## src/rtl/huffman_decode_ctrl.sv

```systemverilog
// huffman_decode_ctrl
//   Sequences Huffman decoding of one granule/channel's part3 bits. Bits are
//   streamed from the bitstream buffer into the selected pair table (big-values
//   region) and then into the count1 quad table. Each decoded value is emitted
//   as a sample. The granule is zero-filled up to NUM_SAMPLES, and done then
//   pulses for one cycle.
// Ports
//   clk, rst                 clock, asynchronous active-high reset
//   start                    1-cycle pulse; latches side info (only in IDLE)
//   big_values               pairs in big-values region (clamped to 288)
//   table_sel0/1/2           pair table for region 0/1/2
//   region1_start/2_start    first sample index of region 1/2
//   count1_sel               quad table select, latched and driven on q_sel
//   part3_len                Huffman bit budget
//   bit_valid, bit_data      bitstream buffer interface; bit_ready = consumed
//   ht_sel, ht_axiiv/axiid   pair-table bank select and bit feed
//   ht_axiov, ht_x, ht_y     pair-table codeword complete + decoded pair
//   q_sel, q_axiiv/axiid     quad-table select and bit feed
//   q_axiov, q_vwxy          quad codeword complete + v,w,x,y ([3]=v .. [0]=y)
//   sample_valid/ready       sample handshake; sample_idx, sample_val payload
//   done                     1-cycle pulse after the last sample is accepted
//   bits_used                Huffman bits consumed this granule
module huffman_decode_ctrl #(
    parameter int unsigned NUM_SAMPLES = 576,
    parameter int unsigned SAMPLE_W    = 16
) (
    input  logic                clk,
    input  logic                rst,
    input  logic                start,
    input  logic [8:0]          big_values,
    input  logic [4:0]          table_sel0,
    input  logic [4:0]          table_sel1,
    input  logic [4:0]          table_sel2,
    input  logic [9:0]          region1_start,
    input  logic [9:0]          region2_start,
    input  logic                count1_sel,
    input  logic [11:0]         part3_len,
    input  logic                bit_valid,
    input  logic                bit_data,
    output logic                bit_ready,
    output logic [4:0]          ht_sel,
    output logic                ht_axiiv,
    output logic                ht_axiid,
    input  logic                ht_axiov,
    input  logic [15:0]         ht_x,
    input  logic [15:0]         ht_y,
    output logic                q_sel,
    output logic                q_axiiv,
    output logic                q_axiid,
    input  logic                q_axiov,
    input  logic [3:0][1:0]     q_vwxy,
    output logic                sample_valid,
    input  logic                sample_ready,
    output logic [9:0]          sample_idx,
    output logic [SAMPLE_W-1:0] sample_val,
    output logic                done,
    output logic [11:0]         bits_used
);

    localparam logic [9:0] N_SAMP     = 10'(NUM_SAMPLES);
    localparam logic [9:0] LAST_IDX   = 10'(NUM_SAMPLES - 1);
    localparam logic [9:0] QUAD_LIMIT = 10'(NUM_SAMPLES - 4);
    localparam logic [8:0] MAX_PAIRS  = 9'(NUM_SAMPLES / 2);

    typedef enum logic [2:0] {
        S_IDLE, S_BIG, S_EMIT_X, S_EMIT_Y, S_COUNT1, S_EMIT_Q, S_ZERO, S_DONE
    } state_t;

    state_t                 state_q;
    logic [8:0]             bv_q;
    logic [8:0]             pairs_q;
    logic [4:0]             t0_q, t1_q, t2_q;
    logic [9:0]             r1_q, r2_q;
    logic [11:0]            p3_q;
    logic [11:0]            bits_q;
    logic [9:0]             idx_q;
    logic [SAMPLE_W-1:0]    y_q;
    logic [3:0][1:0]        quad_q;
    logic [1:0]             qcnt_q;
    logic                   qbusy_q;
    logic                   sample_valid_q;
    logic [9:0]             sample_idx_q;
    logic [SAMPLE_W-1:0]    sample_val_q;
    logic                   done_q;
    logic [4:0]             ht_sel_q;
    logic                   q_sel_q;

    logic                   overrun;
    logic                   q_exit;
    logic                   ht_feed;
    logic                   q_feed;
    logic [1:0]             qnext;

    function automatic logic [4:0] pick_tbl(input logic [9:0] i,
                                            input logic [9:0] r1, input logic [9:0] r2,
                                            input logic [4:0] a, input logic [4:0] b,
                                            input logic [4:0] c);
        if (i < r1)      return a;
        else if (i < r2) return b;
        else             return c;
    endfunction

    function automatic logic [SAMPLE_W-1:0] sext2(input logic [1:0] v);
        return {{(SAMPLE_W-2){v[1]}}, v};
    endfunction

    always_comb begin
        overrun = bits_q > p3_q;
        // Budget/space checks apply only between quad codewords; a quad already
        // in flight is allowed to finish so it can be judged (and discarded).
        q_exit  = ~qbusy_q & ((bits_q >= p3_q) | (idx_q > QUAD_LIMIT));
        ht_feed = bit_valid & (state_q == S_BIG) & ~ht_axiov & ~overrun & (ht_sel_q != 5'd0);
        q_feed  = bit_valid & (state_q == S_COUNT1) & ~q_axiov & ~q_exit;
        qnext   = qcnt_q + 2'd1;
    end

    assign bit_ready    = ht_feed | q_feed;
    assign ht_axiiv     = ht_feed;
    assign ht_axiid     = bit_data;
    assign q_axiiv      = q_feed;
    assign q_axiid      = bit_data;
    assign ht_sel       = ht_sel_q;
    assign q_sel        = q_sel_q;
    assign sample_valid = sample_valid_q;
    assign sample_idx   = sample_idx_q;
    assign sample_val   = sample_val_q;
    assign done         = done_q;
    assign bits_used    = bits_q;

    always_ff @(posedge clk or posedge rst) begin
        if (rst) begin
            state_q        <= S_IDLE;
            bv_q           <= '0;
            pairs_q        <= '0;
            t0_q           <= '0;
            t1_q           <= '0;
            t2_q           <= '0;
            r1_q           <= '0;
            r2_q           <= '0;
            p3_q           <= '0;
            bits_q         <= '0;
            idx_q          <= '0;
            y_q            <= '0;
            quad_q         <= '0;
            qcnt_q         <= '0;
            qbusy_q        <= 1'b0;
            sample_valid_q <= 1'b0;
            sample_idx_q   <= '0;
            sample_val_q   <= '0;
            done_q         <= 1'b0;
            ht_sel_q       <= '0;
            q_sel_q        <= 1'b0;
        end else begin
            done_q <= 1'b0;
            if (bit_ready) bits_q <= bits_q + 12'd1;

            case (state_q)
                S_IDLE: begin
                    if (start) begin
                        bv_q     <= (big_values > MAX_PAIRS) ? MAX_PAIRS : big_values;
                        t0_q     <= table_sel0;
                        t1_q     <= table_sel1;
                        t2_q     <= table_sel2;
                        r1_q     <= region1_start;
                        r2_q     <= region2_start;
                        p3_q     <= part3_len;
                        q_sel_q  <= count1_sel;
                        bits_q   <= '0;
                        idx_q    <= '0;
                        pairs_q  <= '0;
                        qbusy_q  <= 1'b0;
                        ht_sel_q <= pick_tbl(10'd0, region1_start, region2_start,
                                             table_sel0, table_sel1, table_sel2);
                        state_q  <= (big_values == 9'd0) ? S_COUNT1 : S_BIG;
                    end
                end

                S_BIG: begin
                    if (overrun) begin
                        state_q <= S_ZERO;
                    end else if (ht_sel_q == 5'd0) begin
                        sample_valid_q <= 1'b1;
                        sample_idx_q   <= idx_q;
                        sample_val_q   <= '0;
                        y_q            <= '0;
                        state_q        <= S_EMIT_X;
                    end else if (ht_axiov) begin
                        sample_valid_q <= 1'b1;
                        sample_idx_q   <= idx_q;
                        sample_val_q   <= SAMPLE_W'($signed(ht_x));
                        y_q            <= SAMPLE_W'($signed(ht_y));
                        state_q        <= S_EMIT_X;
                    end
                end

                S_EMIT_X: begin
                    if (sample_ready) begin
                        idx_q        <= idx_q + 10'd1;
                        sample_idx_q <= idx_q + 10'd1;
                        sample_val_q <= y_q;
                        state_q      <= S_EMIT_Y;
                    end
                end

                S_EMIT_Y: begin
                    if (sample_ready) begin
                        sample_valid_q <= 1'b0;
                        idx_q          <= idx_q + 10'd1;
                        pairs_q        <= pairs_q + 9'd1;
                        if (pairs_q + 9'd1 == bv_q) begin
                            state_q <= S_COUNT1;
                        end else begin
                            ht_sel_q <= pick_tbl(idx_q + 10'd1, r1_q, r2_q, t0_q, t1_q, t2_q);
                            state_q  <= S_BIG;
                        end
                    end
                end

                S_COUNT1: begin
                    if (q_exit) begin
                        state_q <= S_ZERO;
                    end else if (q_axiov) begin
                        qbusy_q <= 1'b0;
                        if (overrun) begin
                            state_q <= S_ZERO;
                        end else begin
                            quad_q         <= q_vwxy;
                            qcnt_q         <= 2'd0;
                            sample_valid_q <= 1'b1;
                            sample_idx_q   <= idx_q;
                            sample_val_q   <= sext2(q_vwxy[3]);
                            state_q        <= S_EMIT_Q;
                        end
                    end else if (q_feed) begin
                        qbusy_q <= 1'b1;
                    end
                end

                S_EMIT_Q: begin
                    if (sample_ready) begin
                        idx_q <= idx_q + 10'd1;
                        if (qcnt_q == 2'd3) begin
                            sample_valid_q <= 1'b0;
                            state_q        <= S_COUNT1;
                        end else begin
                            qcnt_q       <= qnext;
                            sample_idx_q <= idx_q + 10'd1;
                            sample_val_q <= sext2(quad_q[2'd3 - qnext]);
                        end
                    end
                end

                S_ZERO: begin
                    // Entered with sample_valid low; the first cycle decides
                    // whether any zero samples remain before finishing.
                    if (!sample_valid_q) begin
                        if (idx_q >= N_SAMP) begin
                            done_q  <= 1'b1;
                            state_q <= S_DONE;
                        end else begin
                            sample_valid_q <= 1'b1;
                            sample_idx_q   <= idx_q;
                            sample_val_q   <= '0;
                        end
                    end else if (sample_ready) begin
                        idx_q <= idx_q + 10'd1;
                        if (idx_q == LAST_IDX) begin
                            sample_valid_q <= 1'b0;
                            done_q         <= 1'b1;
                            state_q        <= S_DONE;
                        end else begin
                            sample_idx_q <= idx_q + 10'd1;
                        end
                    end
                end

                S_DONE: state_q <= S_IDLE;

                default: state_q <= S_IDLE;
            endcase
        end
    end

endmodule

```

## config.mk

```make
export PLATFORM = sky130hd
export DESIGN_NAME = huffman_decode_ctrl
export DESIGN_NICKNAME = d
export VERILOG_FILES = /design/src/rtl/huffman_decode_ctrl.sv
export SDC_FILE = /design/constraint.sdc
export NUM_CORES = 1
export LEC_CHECK = 0
export ABC_AREA = 1
export BUFFER_PORTS_ARGS = -buffer_cell sky130_fd_sc_hd__buf_2
export CAP_MARGIN = 20
export CORE_MARGIN = 2
export CORE_UTILIZATION = 45
export CTS_BUF_LIST = sky130_fd_sc_hd__clkbuf_8
export DETAILED_ROUTE_END_ITERATION = 7
export GPL_TIMING_DRIVEN = 1
export PLACE_DENSITY = 0.67
export SLEW_MARGIN = 20
export SYNTH_ARGS = -nofsm -noshare
export SYNTH_HDL_FRONTEND = slang
export SYNTH_SLANG_ARGS = --single-unit
```

## constraint.sdc

```tcl
create_clock -name clk -period 6.46 [get_ports clk]
set_input_delay 0 -clock clk [delete_from_list [all_inputs] [get_ports clk]]
set_output_delay 0 -clock clk [all_outputs]
set_load 0.01 [all_outputs]
```

==> results.json <==
{
  "multi_input_area_sq_um": 4080,
  "die_width_um": 142,
  "routed_wl_um": 22300,
  "synth-seq-cells": 151,
  "cts_sinks": 151,
  "path_class": "reg -> reg",
  "drive_above_1_share_pct": 15.6,
  "status": "complete, no violations",
  "hp-class": "in -> out",
  "power.density_nw_per_um2": 377,
  "track_usage_pct": 22.6,
  "final_nets": 1540,
  "path_common_cell": "inv_2",
  "path_clk_slew_ns": 0.08,
  "arrival_ns": 3.46,
  "period_share_pct": 48.2,
  "power.leakage_nw": 5.76,
  "setup-violations-final": 0,
  "drt_iter0_drc": 433,
  "crit_buf_inv": 5,
  "critPathLaunchType": "flip-flop",
  "skew_ns": 0.0120,
  "ys_seq_area_share_pct": 43.8,
  "path_delay_family": "buffers and inverters",
  "crit_path_top_delay_cell": "buf_4",
  "antenna_found_initial": 0,
  "max_slew_margin_pct": 38.5,
  "port-buffer-count": 152,
  "start_util_pct": 46.0,
  "coreArea_sq_um": 18800,
  "grt_max_degree": 89,
  "cap_violations": 0,
  "synth_area_leaders": "dfrtp_1 (44%), nand2_1 (16%), inv_1 (6.4%), o21ai_0 (5.2%), ha_1 (5.1%)",
  "fillCellCount": 1739,
  "viasPerCell": 4.92,
  "gp_congestion": 0.857,
  "async_flop_share_pct": 100,
  "slew_viol_final": 0,
  "numCtsBuffers": 17,
  "dpl.cell_count": 1511,
  "route.antenna.remaining_nets": 0,
  "hold_viol": 0,
  "yosysWarningCount": 0,
  "clk_path_buf_depth": 2,
  "postCtsSetupRepairBufs": 0,
  "die_h_um": 142,
  "synth_edf_count": 0,
  "worst_ep_required_time_ns": 6.80,
  "synth_ff_type": "dfrtp_1",
  "grt_overflow": 0,
  "vias": 8097,
  "final_cell_mix": "nand2_1 (368), buf_2 (152), dfrtp_1 (151), inv_1 (150), dlygate4sd3_1 (104)",
  "htree_levels": 4,
  "cts_tree": "yes",
  "avgSynthCellArea_sq_um": 7.43,
  "layout_min_cycle_time_ns": 3.12,
  "first_global_vias": 7747,
  "cts-root-buf": "clkbuf_8",
  "io_pins": 156,
  "seq_area_sq_um": 3780,
  "drc_errors": 0,
  "layout_commonest_cell": "nand2_1",
  "layout-area-overhead-vs-synth_pct": 26.6,
  "rows": 50,
  "worstSetupEndpointType": "flip-flop",
  "clk_latency_ns": 0.45,
  "first_pass_iters": 5,
  "synth_area_sq_um": 8630,
  "insertedDiodeCount": 0,
  "tns_ns": 0,
  "synth_top_cell_by_area": "dfrtp_1",
  "synthCells": 1161,
  "synth.top_cell.area_share_pct": 43.8,
  "instances_no_fill": 1647,
  "cp_slowest_stage_delay_ns": 0.62,
  "path_cells": "inv_2 > nand2_1 > nor2_2 > inv_2 > nor2_4 > buf_4 > inv_2 > nand2_1 > o21ai_0 > dlygate4sd3_1",
  "wire_per_inst_um": 13.5,
  "grt_pass1_wl_um": 36700,
  "fmax_mhz": 321,
  "ys_types": 40,
  "crit_fanout": 88,
  "rsz0062_at_grt": "no",
  "syn-num-nets": 1301,
  "hpwl_um": 15600,
  "worst_pin_slew_ns": 0.923,
  "die_area_sq_um": 20300,
  "irDropWorstVdd_uv": 227
}
==> per-layer routing <==
metal | vias to the layer above | global-route usage [%] | wire length [um]
met5 | - | 0 | 0
met4 | 0 | 6.93 | 365
met3 | 30 | 4.91 | 1090
met2 | 200 | 36.2 | 10300
met1 | 3674 | 30.7 | 10500
li1 | 4193 | - | -
==> state kept, by name (all words and copies together) (netlist names) <==
register and flops:
p3_q 12, sample_val 16, r1_q 10, pairs_q 9
r2_q 10, sample_idx 10, idx_q 10, qcnt_q 2
t2_q 5, state_q 3, sample_valid 1, bv_q 9
bits_used 12, y_q 16, q_sel 1, ht_sel 5
done 1, quad_q 8, t0_q 5, t1_q 5
qbusy_q 1
==> final cells by class <==
type / instances / area share (%)
sequential: 151 / 34.6
tap: 234 / 2.68
timing repair buffer: 258 / 16.6
inverter: 153 / 5.30
clock inverter: 15 / 1.29
multi-input combinational: 819 / 37.4
clock buffer: 17 / 2.14
==> path summary, 6_finish.rpt <==
kind                             from       endpoint  slack, ns  cells past startpoint
setup / recovery           state_q[2]        bv_q[2]       3.34                     10
hold / removal               bit_data       ht_axiid    0.00004                      0
setup reg to reg           state_q[2]        bv_q[2]       3.34                     10
hold reg to reg               qbusy_q        qbusy_q       0.48                      2
max in group asynchronous         rst  bits_used[11]       4.81                      4
min in group asynchronous         rst   bits_used[4]       0.20                      3
==> power breakdown <==
group          switching [W]  leakage (nW)  internal, W  total (W)
combinational        0.00127          3.62     0.000670    0.00194
sequential          0.000192          1.95      0.00129    0.00148
clock               0.000363         0.193     0.000337   0.000700
==> kinds of logic after synthesis <==
logic type               count (synthesis)  synth area share, %
buffers and inverters                  191                 8.98
AND/OR/NAND/NOR                        571                 27.9
adder cells (fa/ha/maj)                 35                 5.08
AO/OA/AOI/OAI                          196                 12.2
flip-flops                             151                 43.8
XOR/XNOR                                17                 2.05
==> synth_stat cells (all sizes together), types with 2 or more instances <==
master / number
xor2: 12
nand2: 379
clkbuf: 17
nand3: 84
nand3b: 4
nand4: 7
nor3: 9
a21oi: 42
a211oi: 3
inv: 153
o21ai: 135
or2: 2
nor2: 81
xnor3: 2
o22ai: 11
nor4: 3
buf: 21
xnor2: 3
dfrtp: 151
ha: 35
==> metrics by stage <==
stage	util [%]	hold WS (ns)	total power, W	instance area (sq um)	setup slack (ns)
after floorplan	-	0.0918	0.00294	8630	2.40
after global placement	50.6	0.000106	0.00334	9500	3.61
final	58.2	0.0000373	0.00411	10900	3.34
after global routing	58.2	0.0000903	0.00451	10900	3.08
after CTS	58.2	0.000106	0.00415	10900	3.32
after detailed placement	50.6	0.000106	0.00338	9500	3.49
==> what timing repair did <==
action,CTS,global route
hold buffers,104,0
endpoints found under the hold margin,176,0
resized for setup,0,0
setup endpoints to repair,0,0
Note: power is estimated with default switching activity, not from simulation.
